<file path="src/rtl/button_press_encoder.sv">
// Player-input front end: two-flop synchroniser, per-button debounce, and a
// press-edge priority encoder that emits one strobe per debounced press.
module button_press_encoder #(
  parameter int DEBOUNCE_CYCLES = 250000,
  parameter int NUM_BUTTONS     = 8
) (
  input  logic                   clk,
  input  logic                   reset,
  input  logic [NUM_BUTTONS-1:0] btn_raw,
  input  logic                   enable,
  output logic                   btn_valid,
  output logic [2:0]             btn_code,
  output logic                   btn_multi,
  output logic [NUM_BUTTONS-1:0] btn_held
);

  localparam int CNT_W = $clog2(DEBOUNCE_CYCLES + 1);
  localparam logic [CNT_W-1:0] CNT_MAX = CNT_W'(DEBOUNCE_CYCLES - 1);

  logic [NUM_BUTTONS-1:0] s1_q, s2_q;
  logic [NUM_BUTTONS-1:0] stable_q, stable_d;
  logic [CNT_W-1:0]       cnt_q [NUM_BUTTONS];
  logic [CNT_W-1:0]       cnt_d [NUM_BUTTONS];
  logic [NUM_BUTTONS-1:0] press;
  logic                   valid_q, valid_d;
  logic [2:0]             code_q, code_d;
  logic                   multi_q, multi_d;

  always_comb begin
    stable_d = stable_q;
    for (int i = 0; i < NUM_BUTTONS; i++) begin
      cnt_d[i] = cnt_q[i];
      if (s2_q[i] == stable_q[i]) begin
        cnt_d[i] = '0;
      end else if (cnt_q[i] == CNT_MAX) begin
        stable_d[i] = s2_q[i];
        cnt_d[i]    = '0;
      end else begin
        cnt_d[i] = cnt_q[i] + 1'b1;
      end
    end
  end

  // Only rising debounced levels count as presses; releases are ignored.
  assign press = stable_d & ~stable_q;

  always_comb begin
    valid_d = 1'b0;
    multi_d = 1'b0;
    code_d  = code_q;
    if (enable && (press != '0)) begin
      valid_d = 1'b1;
      multi_d = ((press & (press - 1'b1)) != '0);
      // Scan downward so the lowest set index is the one left in code_d.
      for (int i = NUM_BUTTONS - 1; i >= 0; i--) begin
        if (press[i]) code_d = 3'(i);
      end
    end
  end

  always_ff @(posedge clk) begin
    if (reset) begin
      s1_q     <= '0;
      s2_q     <= '0;
      stable_q <= '0;
      for (int i = 0; i < NUM_BUTTONS; i++) cnt_q[i] <= '0;
      valid_q  <= 1'b0;
      code_q   <= 3'd0;
      multi_q  <= 1'b0;
    end else begin
      s1_q     <= btn_raw;
      s2_q     <= s1_q;
      stable_q <= stable_d;
      for (int i = 0; i < NUM_BUTTONS; i++) cnt_q[i] <= cnt_d[i];
      valid_q  <= valid_d;
      code_q   <= code_d;
      multi_q  <= multi_d;
    end
  end

  assign btn_valid = valid_q;
  assign btn_code  = code_q;
  assign btn_multi = multi_q;
  assign btn_held  = stable_q;

endmodule

</file>
<file path="config.mk">
export PLATFORM = sky130hd
export DESIGN_NAME = button_press_encoder
export DESIGN_NICKNAME = d
export VERILOG_FILES = /design/src/rtl/button_press_encoder.sv
export SDC_FILE = /design/constraint.sdc
export NUM_CORES = 1
export LEC_CHECK = 0
export CAP_MARGIN = 20
export CELL_PAD_IN_SITES_DETAIL_PLACEMENT = 2
export CELL_PAD_IN_SITES_GLOBAL_PLACEMENT = 2
export CORE_MARGIN = 2
export CORE_UTILIZATION = 38
export DETAILED_ROUTE_END_ITERATION = 6
export PLACE_DENSITY = 0.83
export SETUP_SLACK_MARGIN = 0.2
export SKIP_LAST_GASP = 1
export SYNTH_ARGS = -nofsm -noshare
export SYNTH_HDL_FRONTEND = slang
export SYNTH_SLANG_ARGS = --single-unit
</file>
<file path="constraint.sdc">
create_clock -name clk -period 2.2 [get_ports clk]
set_clock_uncertainty 0.05 [all_clocks]
set_input_delay 0.22 -clock clk [delete_from_list [all_inputs] [get_ports clk]]
set_output_delay 0.22 -clock clk [all_outputs]
set_load 0.05 [all_outputs]
</file>
==> results of run 1 <==
==> area by class of cell <==
type	count	area (µm²)	area share
repair buffers	80	759	0.0793
multi-input cells	642	4240	0.443
inverters	19	71.3	0.00744
well taps	265	332	0.0346
clock inverters	10	208	0.0217
flip-flops and latches	173	3490	0.364
clock buffers	22	484	0.0505
==> placed cells by master, fill, tap and decap left out, types with 4 or more instances in the layout <==
master	synthesis	final
a21oi_1	15	15
and3_1	28	25
and3_4	0	4
and4_1	9	8
buf_12	0	5
buf_4	4	50
bufinv_16	0	6
clkbuf_16	0	19
clkbuf_8	0	4
clkdlybuf4s50_1	0	17
dfxtp_1	173	161
dfxtp_2	0	9
ha_1	8	4
inv_1	19	19
mux2i_1	6	6
nand2_1	45	44
nand2b_1	6	6
nand3_1	57	55
nand4_1	28	28
nand4b_1	5	5
nor2_1	171	158
nor2_2	0	6
nor2_4	0	7
nor2b_1	28	28
nor3_1	15	14
nor4_1	10	6
nor4_4	2	4
nor4b_2	0	4
o21ai_0	12	12
or3_1	18	15
xnor2_1	61	61
xor2_1	66	66
==> cells by family (layout without fill, tap and decap cells) <==
logic type,Yosys count,in the layout,synth area share
compound gates,41,41,0.0332
xor+xnor,127,127,0.147
fa+ha+maj,9,9,0.0147
buf+inv,39,131,0.0223
flops,173,173,0.458
mux,6,6,0.00794
simple gates,459,459,0.317
==> through the flow <==
stage,instances,hold WS (ns),total power (µW),util,area [µm²]
final,1211,0.298,6840,0.491,9580
after global routing,1211,0.316,7050,0.491,9580
after CTS,1199,0.287,6880,0.477,9320
after detailed placement,1162,0.385,3340,0.430,8400
after global placement,1162,0.367,3340,0.430,8400
after floorplan,854,0.298,3280,-,7570
==> path summary, 6_finish.rpt <==
path / slack, ns / to / cells after the start
hold / removal: 0.30 / s1_q[5]$_SDFF_PP0_ / 2
hold reg to reg: 0.39 / cnt_q[1][0]$_SDFF_PP0_ / 1
setup / recovery: 0.09 / btn_code[1]$_SDFFE_PP0P_ / 7
setup reg to reg: 0.09 / btn_code[1]$_SDFFE_PP0P_ / 7
==> where the power goes <==
part	internal [µW]	switching, µW	leakage [µW]	total (µW)
logic	57.2	65.0	0.00154	122
clock network	2250	1310	0.000329	3560
registers	3150	14.2	0.00140	3160
total	5450	1390	0.00327	6840
==> per-layer routing <==
layer  vias up  GRT usage  wire length, µm
li1       3074          -                -
met1      3253      0.259            10000
met2        67      0.426            13200
met3        25     0.0403              424
met4         0     0.0574              342
met5         -          0                0
==> flip-flops by register name (all words and copies together) (netlist names) <==
register / flops
cnt_q: 144
btn_held: 8
s1_q: 8
s2_q: 8
btn_code: 3
btn_multi: 1
btn_valid: 1
==> worst max-delay path, delay by kind of cell (launching register included) <==
| kind | cells | cell delay (ns) |
|---|---|---|
| buffers and inverters | 1 | 0.18 |
| AOI/OAI and AO/OA | 2 | 0.24 |
| DFF | 1 | 0.33 |
| muxes | 1 | 0.14 |
| and+or+nand+nor | 3 | 1.04 |
==> repair_timing <==
action                                  in CTS  in global routing
pin swaps                                   12                 17
gates resized for setup                     46                 40
endpoints found under the setup margin      99                 95
hold buffers                                 0                  0
buffers inserted                             5                 10
cloned                                       0                  2
endpoints found under the hold margin        0                  0
==> results.sh, run 1 <==
export IMPL_status="completed"
export IMPL_slowest_delay_ns=0.55
export IMPL_worstPathRequired_ns=2.46
export IMPL_irDropWorstVdd_mv=0.546
export IMPL_diodes=0
export IMPL_nNetsFinal=952
export IMPL_synth_top_area_cell="dfxtp_1"
export IMPL_post_place_ws_ns=0.0175
export IMPL_timing_slew_headroom=0.616
export IMPL_nFillCells=2085
export IMPL_fin_crit_sh=0.958
export IMPL_crit_start="cnt_q[0][58]$_SDFF_PP0_"
export IMPL_clockBufferDepth=2
export IMPL_drv_cap=0
export IMPL_worstSetupStartpointType="register"
export IMPL_finalSetupTns_ns=0
export IMPL_finalWirelength_um=24000
export IMPL_grt_overflow=0
export IMPL_first_global_vias=7287
export IMPL_path_max_fanout=2
export IMPL_synthTopCellsByCount="dfxtp_1 (173), nor2_1 (171), xor2_1 (66), xnor2_1 (61), nand3_1 (57)"
export IMPL_port_buffers=23
export IMPL_top_level_ports=24
export IMPL_dpl_hpwl_um=14200
export IMPL_path_cells="or4_4 -> nor4_4 -> buf_4 -> and3_4 -> a2111o_1 -> o31ai_4 -> mux2i_1"
export IMPL_via_count=6419
export IMPL_syn_avg_cell_area_um2=8.86
export IMPL_area_growth_pct=26.6
export IMPL_cts_reportedPaths_clkPinSlew_ns=0.07
export IMPL_drc=0
export IMPL_rsz0062_at_grt="yes"
export IMPL_p_leak_uw=0.00327
export IMPL_synth_ff_type="dfxtp_1"
export IMPL_grt_first_pass_wirelength_um=38300
export IMPL_synthDistinctLibCells=53
export IMPL_fp_coreArea_mm2=0.0195
export IMPL_cts_sinks=173
export IMPL_syn_nets=873
export IMPL_layout_drive_gt1_share=0.170
export IMPL_finalMaxSlewViolations=0
export IMPL_synth_edf_count=0
export IMPL_dr_pass1_iters=4
export IMPL_max_freq_ghz=0.474
export IMPL_hold_viol=0
export IMPL_crit_path_end_kind="register"
export IMPL_drtIter0Drc=197
export IMPL_worstReg2RegStart="cnt_q[0][58]$_SDFF_PP0_"
export IMPL_fp_row_count=51
export IMPL_min_period_ns=2.11
export IMPL_dieArea_mm2=0.0211
export IMPL_yosysMostFrequentCell="dfxtp_1"
export IMPL_die_w_um=145
export IMPL_synthDominantCellAreaShare=0.458
export IMPL_syn_inst=854
export IMPL_die_y_um=145
export IMPL_cellPowerDensity_mw_per_mm2=714
export IMPL_antenna_found_initial=0
export IMPL_synth_area_leaders="dfxtp_1 (46%), nor2_1 (8.5%), xor2_1 (7.6%)"
export IMPL_vias_per_cell=5.30
export IMPL_drt_wirelength_per_cell_um=19.8
export IMPL_worst_slack_ns=0.0920
export IMPL_worstHoldStart="btn_raw[5]"
export IMPL_finalSetupViolCount=0
export IMPL_drtAntennaViolNets=0
export IMPL_synth_seq_cells=173
export IMPL_worstSetupPathType="reg2reg"
export IMPL_slowest_stage="or4_4"
export IMPL_cts_buffers=17
export IMPL_grt_max_degree=30
export IMPL_place_gp_congestion=0.759
export IMPL_ys_warn_count=0
export IMPL_cp_arrival_ns=2.37
export IMPL_tightestPinTransition_ns=0.572
export IMPL_synthArstFlopShare=0
export IMPL_mappedNetlistArea_mm2=0.00757
export IMPL_cts_root_buf="clkbuf_16"
export IMPL_cts_tree="done"
export IMPL_clock_latency_ns=0.44
export IMPL_initial_core_util=0.387
export IMPL_grt_use_total=0.225
export IMPL_cts_htree_levels=4
export IMPL_hp_class="in2reg"
export IMPL_ys_seq_area_frac=0.458
No activity file was read; power rests on OpenSTA's default activity.
==> run 2, diff against run 1 <==
--- a/config.mk
+++ b/config.mk
@@ -11,6 +11,7 @@
 export CORE_MARGIN = 2
 export CORE_UTILIZATION = 38
 export DETAILED_ROUTE_END_ITERATION = 6
+export MAX_ROUTING_LAYER = met4
 export PLACE_DENSITY = 0.83
 export SETUP_SLACK_MARGIN = 0.2
 export SKIP_LAST_GASP = 1
==> run 2 against run 1 <==
Against the previous run:
- utilization unchanged
- sequential share of layout area unchanged
- sequential cell count unchanged
- setup slack got worse by 0.0019 ns
- clock-buffer cell count is the same
- routed wire length is essentially flat
- total power barely moved
- register-to-register slack about the same
- via count is 0.65% lower
- global-route usage up 0.69 points
- cell area unchanged
==> results.sh, run 2 (synthesized netlist as in run 1, its figures left out) <==
export IMPL_timing_slew_headroom=0.617
export IMPL_post_place_ws_ns=0.0175
export IMPL_clock_latency_ns=0.44
export IMPL_regMostFlops="cnt_q"
export IMPL_path_max_fanout=2
export IMPL_cellPowerDensity_mw_per_mm2=715
export IMPL_worst_path_buf_inv=1
export IMPL_cts_reportedPaths_clkPinSlew_ns=0.07
export IMPL_die_w_um=145
export IMPL_busiest_layer="met2"
export IMPL_hp_class="in2reg"
export IMPL_vias_per_cell=5.27
export IMPL_tightestPinTransition_ns=0.570
export IMPL_met3_usage=0.0403
export IMPL_rsz0062_at_grt="yes"
export IMPL_top_level_ports=24
export IMPL_dpl_hpwl_um=14200
export IMPL_holdBufCountCts=0
export IMPL_diodes=0
export IMPL_fp_row_count=51
export IMPL_drtIter0Drc=216
export IMPL_via_count=6377
export IMPL_min_period_ns=2.11
export IMPL_drv_cap=0
export IMPL_fp_coreArea_mm2=0.0195
export IMPL_max_freq_ghz=0.474
export IMPL_grt_use_total=0.232
export IMPL_p_sw_uw=1390
export IMPL_use_met1=0.262
export IMPL_grt_first_pass_wirelength_um=38400
export IMPL_hold_viol=0
export IMPL_gr_usage_met2=0.424
export IMPL_die_y_um=145
export IMPL_worst_slack_ns=0.0900
export IMPL_dr_pass1_iters=4
export IMPL_cts_sinks=173
export IMPL_slowest_delay_ns=0.55
export IMPL_grt_max_degree=30
export IMPL_crit_family="simple AND/OR/NAND/NOR gates"
export IMPL_largest_reg_flops=144
export IMPL_first_global_vias=7277
export IMPL_irDropWorstVdd_mv=0.542
export IMPL_finalSetupTns_ns=0
export IMPL_finalMaxSlewViolations=0
export IMPL_p_leak_uw=0.00327
export IMPL_p_comb_frac=0.018
export IMPL_port_buffers=23
export IMPL_grt_overflow=0
export IMPL_drtAntennaViolNets=0
export IMPL_clock_power_share=0.520
export IMPL_seq_power_share=0.462
export IMPL_drt_wirelength_per_cell_um=19.8
export IMPL_p_int_uw=5450
export IMPL_antenna_found_initial=0
export IMPL_cts_root_buf="clkbuf_16"
export IMPL_nFillCells=2085
export IMPL_dieArea_mm2=0.0211
export IMPL_finalWirelength_um=24000
export IMPL_initial_core_util=0.387
export IMPL_switching_share=0.203
export IMPL_crit_path_end_kind="register"
export IMPL_cts_tree="done"
export IMPL_nNetsFinal=952
export IMPL_finalSetupViolCount=0
export IMPL_cts_htree_levels=4
export IMPL_path_cells="or4_4 -> nor4_4 -> buf_4 -> and3_4 -> a2111o_1 -> o31ai_4 -> mux2i_1"
export IMPL_status="completed"
export IMPL_worstPathRequired_ns=2.46
export IMPL_place_gp_congestion=0.769
export IMPL_worstSetupPathType="reg2reg"
export IMPL_drc=0
export IMPL_slowest_stage="or4_4"
export IMPL_fin_crit_sh=0.959
export IMPL_layout_common_cells="dfxtp_1 (161), nor2_1 (158), xor2_1 (66), xnor2_1 (61), nand3_1 (55)"
export IMPL_area_growth_pct=26.6
export IMPL_cp_arrival_ns=2.37
export IMPL_clockBufferDepth=2
export IMPL_layout_drive_gt1_share=0.170
export IMPL_worstSetupStartpointType="register"
export IMPL_cts_buffers=17
export IMPL_final_common_cell="dfxtp_1"
-- run 2: cell counts in the layout (fill, tap and decap cells not counted) --
No cell type changed its count.
-- run 2: layout make-up --
cell class / instances / area [µm²] / share of cell area
multi-input cells: 642 / 4240 / 0.443
flip-flops and latches: 173 / 3490 / 0.364
repair buffers: 80 / 759 / 0.0793
clock buffers: 22 / 484 / 0.0505
well taps: 265 / 332 / 0.0346
clock inverters: 10 / 208 / 0.0217
inverters: 19 / 71.3 / 0.00744
-- run 2: path summary, 6_finish.rpt --
check,cells past startpoint,slack [ns],start,end
worst max-delay path,7,0.09,cnt_q[0][58]$_SDFF_PP0_,btn_code[1]$_SDFFE_PP0P_
worst max register to register,7,0.09,cnt_q[0][58]$_SDFF_PP0_,btn_code[1]$_SDFFE_PP0P_
worst min register to register,1,0.39,cnt_q[1][0]$_SDFF_PP0_,cnt_q[1][0]$_SDFF_PP0_
worst min-delay path,2,0.30,btn_raw[5],s1_q[5]$_SDFF_PP0_
-- run 2: what timing repair did --
item,4_1_cts,5_1_grt
setup endpoints to repair,99,95
buffers inserted,5,10
gates cloned,0,2
pin swaps,12,17
resized for setup,46,40
-- run 2: through the flow --
step | util | instances | hold slack (ns) | power, µW | cell area (µm²)
final | 0.491 | 1211 | 0.299 | 6850 | 9580
after global routing | 0.491 | 1211 | 0.316 | 7050 | 9580
after CTS | 0.477 | 1199 | 0.287 | 6880 | 9320
after detailed placement | 0.430 | 1162 | 0.385 | 3340 | 8400
after global placement | 0.430 | 1162 | 0.367 | 3340 | 8400
after floorplan | - | 854 | 0.298 | 3280 | 7570
-- run 2: per-layer routing --
metal / up-vias / share of wire
met3: 27 / 0.017
met5: - / 0
met2: 68 / 0.55
met4: 0 / 0.016
met1: 3207 / 0.42
li1: 3075 / -
-- run 2: power groups by stage --
stage               Combinational, µW  Sequential [µW]  Clock (µW)
global route                      133             3160        3760
CTS                               113             3160        3610
detailed placement                107             3230           0
finish                            123             3160        3560
global placement                  104             3230           0
floorplan                        56.5             3230           0
==> run 3, diff against run 2 <==
--- a/config.mk
+++ b/config.mk
@@ -13,6 +13,7 @@
 export DETAILED_ROUTE_END_ITERATION = 6
 export MAX_ROUTING_LAYER = met4
 export PLACE_DENSITY = 0.83
+export REMOVE_ABC_BUFFERS = 1
 export SETUP_SLACK_MARGIN = 0.2
 export SKIP_LAST_GASP = 1
 export SYNTH_ARGS = -nofsm -noshare
==> run 3 against run 2 <==
Against the previous run:
- cell area shrank 2.0%
- worst hold slack got worse by 0.012 ns
- clock-buffer cell count down 2
- sequential cell count did not move
- largest power group is now registers
- maximum frequency fell by 3.1%
- setup slack worse by 0.067 ns
- die area unchanged
- first-iteration DRC count decreased by 3.2%
- utilization is 0.96 points lower
- global-route usage decreased by 0.79 points
- non-clock buffer count up 3
- clock power down 18%
- critical endpoint is now btn_multi$_SDFF_PP0_
==> results.sh, run 3 (synthesized netlist as in run 1, its figures left out) <==
export IMPL_layout_drive_gt1_share=0.164
export IMPL_hp_class="in2reg"
export IMPL_cts_reportedPaths_clkPinSlew_ns=0.07
export IMPL_seqCellArea_mm2=0.00347
export IMPL_min_period_ns=2.18
export IMPL_layout_common_cells="dfxtp_1 (166), nor2_1 (165), xor2_1 (66), xnor2_1 (61), nand3_1 (55)"
export IMPL_cts_sinks=173
export IMPL_diodes=0
export IMPL_grt_max_degree=30
export IMPL_top_level_ports=24
export IMPL_final_util=0.481
export IMPL_fin_crit_sh=0.990
export IMPL_finalWirelength_um=24000
export IMPL_dr_pass1_iters=4
export IMPL_area_growth_pct=24.1
export IMPL_place_gp_congestion=0.774
export IMPL_cts_tree="done"
export IMPL_cp_arrival_ns=2.52
export IMPL_nFillCells=2138
export IMPL_drv_cap=0
export IMPL_r2r_cells=6
export IMPL_status="completed"
export IMPL_timing_slew_headroom=0.490
export IMPL_drtAntennaViolNets=0
export IMPL_multi_input_area_mm2=0.00419
export IMPL_holdPathStages=2
export IMPL_ff2ff_setup_slack_ns=0.02
export IMPL_hold_end="s1_q[5]$_SDFF_PP0_"
export IMPL_clockBufferDepth=2
export IMPL_largest_reg_flops=144
export IMPL_final_common_cell="dfxtp_1"
export IMPL_final_area_mm2=0.00939
export IMPL_fp_coreArea_mm2=0.0195
export IMPL_worstPathRequired_ns=2.54
export IMPL_initial_core_util=0.387
export IMPL_reg2reg_to="btn_multi$_SDFF_PP0_"
export IMPL_drtIter0Drc=209
export IMPL_hold_viol=0
export IMPL_worstReg2RegStart="cnt_q[0][44]$_SDFF_PP0_"
export IMPL_finalMaxSlewViolations=0
export IMPL_holdWs_ns=0.288
export IMPL_finalSetupViolCount=0
export IMPL_port_buffers=23
export IMPL_crit_path_end_kind="register"
export IMPL_cellPowerDensity_mw_per_mm2=662
export IMPL_dieArea_mm2=0.0211
export IMPL_drt_wirelength_per_cell_um=19.7
export IMPL_rsz0062_at_grt="yes"
export IMPL_nNetsFinal=957
export IMPL_antenna_found_initial=0
export IMPL_irDropWorstVdd_mv=0.462
export IMPL_cts_buffers=17
export IMPL_die_y_um=145
export IMPL_worstSetupStartpointType="register"
export IMPL_dpl_hpwl_um=14400
export IMPL_drc=0
export IMPL_p_leak_uw=0.00321
export IMPL_grt_overflow=0
export IMPL_max_freq_ghz=0.459
export IMPL_regMostFlops="cnt_q"
export IMPL_clock_latency_ns=0.44
export IMPL_grt_first_pass_wirelength_um=37100
export IMPL_vias_per_cell=5.34
export IMPL_grt_use_total=0.224
export IMPL_placed_area_mm2=0.00843
export IMPL_p_total_uw=6210
export IMPL_path_max_fanout=5
export IMPL_finalSetupTns_ns=0
export IMPL_cts_root_buf="clkbuf_16"
export IMPL_worstSetupPathType="reg2reg"
export IMPL_fp_row_count=51
export IMPL_cts_htree_levels=4
export IMPL_die_w_um=145
export IMPL_via_count=6491
export IMPL_worstHoldStart="btn_raw[5]"
export IMPL_first_global_vias=6995
export IMPL_tightestPinTransition_ns=0.763
[run 3: area by class of cell]
class                      count  share of cell area
timing repair buffer          83              0.0813
clock inverter                11             0.00999
sequential                   173               0.370
inverter                      19             0.00759
clock buffer                  20              0.0497
tap                          265              0.0353
multi-input combinational    644               0.446
[run 3: layer usage]
layer  wire length (µm)  vias up  global-route usage  share of wire
met1              10000     3278               0.254           0.42
met3                573       49              0.0421          0.024
li1                   -     3080                   -              -
met5                  0        -                   -              0
met2              12700       84               0.403           0.53
met4                618        0              0.0627          0.026
[run 3: timing repair]
action / 4_1_cts / 5_1_grt
setup endpoints to repair: 98 / 107
pin swaps: 6 / 8
resized for setup: 33 / 41
gates cloned: 0 / 3
setup buffers: 4 / 9
hold buffers: 0 / 0
[run 3: worst max-delay path by stage]
stage | start | to | slack (ns)
after floorplan | btn_held[3]$_SDFF_PP0_ | btn_code[0]$_SDFFE_PP0P_ | 0.05
after global placement | cnt_q[0][54]$_SDFF_PP0_ | btn_code[0]$_SDFFE_PP0P_ | 0.1
after detailed placement | cnt_q[0][54]$_SDFF_PP0_ | btn_code[1]$_SDFFE_PP0P_ | 0.02
after CTS | cnt_q[0][62]$_SDFF_PP0_ | btn_multi$_SDFF_PP0_ | 0.09
after global routing | cnt_q[0][45]$_SDFF_PP0_ | btn_multi$_SDFF_PP0_ | -0.1
final | cnt_q[0][44]$_SDFF_PP0_ | btn_multi$_SDFF_PP0_ | 0.02
[run 3: stage by stage]
stage / worst slack (ns) / instances
2_1_floorplan: 0.0457 / 834
4_1_cts: 0.0936 / 1203
3_5_place_dp: 0.0170 / 1168
5_1_grt: -0.0964 / 1215
6_report: 0.0228 / 1215
3_3_place_gp: 0.0969 / 1168
[run 3: critical path: stages, from the launching register on]
cell,delay [ns]
dfxtp_1,0.37
nor3_1,0.52
and4b_1,0.33
nand3_1,0.23
maj3_2,0.37
nand3_1,0.09
o2111a_1,0.18
[run 3: where the power goes]
part | switching (µW) | internal, µW | leakage, µW
Clock | 1300 | 1630 | 0.000269
Sequential | 13.5 | 3150 | 0.00140
Combinational | 65.1 | 53.1 | 0.00154
Total | 1380 | 4830 | 0.00321
==> RTL edit: new RTL, flow settings as in run 3 <==
`NUM_BUTTONS`: 8 -> 32.
--- a/src/rtl/button_press_encoder.sv
+++ b/src/rtl/button_press_encoder.sv
@@ -3,5 +3,5 @@
 module button_press_encoder #(
   parameter int DEBOUNCE_CYCLES = 250000,
-  parameter int NUM_BUTTONS     = 8
+  parameter int NUM_BUTTONS     = 32
 ) (
   input  logic                   clk,
Interface: changed (resized btn_held and btn_raw); port bits go from 24 to 72. The function was not compared with the original's and may differ.
==> RTL edit against run 3 <==
  * The run now fails in 4_1_cts
  * Synthesized area grew to 3.9 times the old value
==> RTL edit: results (changes against run 3) <==
Status = aborted with a tool error (was finished clean)
Last step reached = 4_1_cts
Error msg = [ERROR DPL-0033] detailed placement checks failed during check placement.
Mapped Cells = 3412 (was 854)
Synth Warn # = 0 (unchanged)
Synth top area cells = dfxtp_1 (46%), nor2_1 (8.7%), xor2_1 (8.1%) (was dfxtp_1 (46%), nor2_1 (8.5%), xor2_1 (7.6%))
Hold Buf Count CTS = 1 (was 0)
Post-synth top cells = nor2_1 (680), dfxtp_1 (677), xor2_1 (273) (was dfxtp_1 (173), nor2_1 (171), xor2_1 (66))
Clock root cell = clkbuf_16 (unchanged)
Post-synth cell types = 65 (was 53)
GP Congestion = 0.845 (was 0.774)
CTS H-tree depth = 3 (was 4)
Detailed placer's ending HPWL = 93.5 mm (was 14.4 mm)
Cts bufs inserted = 77 (was 17)
Clock buffer depth = 3 (was 2)
Placed Cells incl. Taps = 5219 (was 1168)
Postcts setup bufs = 41 (was 4)
Register area share after synthesis = 46.1% (was 45.8%)
Yosys reg bits = 677 (was 173)
Ys flop type = dfxtp_1 (unchanged)
Post-CTS resize count = 525 (was 33)
Asr flop ratio synth = 0% (unchanged)
# port buffers = 71 (was 23)
## RTL edit: changes by cell type after synthesis, sizes merged, moves of 70 or more
cell	run 3	this run
nor2	171	680
dfxtp	173	677
nand2	46	253
xor2	66	273
nand3	58	250
xnor2	61	214
and3	30	138
or3	18	90
a21oi	15	86
o21ai	13	83
## RTL edit: metrics by stage
stage	cell area [µm²]	setup WS (ns)
after global placement	37100	-1.16
after floorplan	29100	-0.865
after detailed placement	37100	-1.40
## RTL edit: cells by family after synthesis
| kind of cell | share of synthesized area, % |
|---|---|
| xor gates and xnor gates | 14.5 |
| buffers and inverters | 1.80 |
| DFF | 46.1 |
| and+or+nand+nor | 31.9 |
| AOI/OAI and AO/OA | 3.82 |
| adders and majority gates | 1.53 |
| muxes | 0.272 |
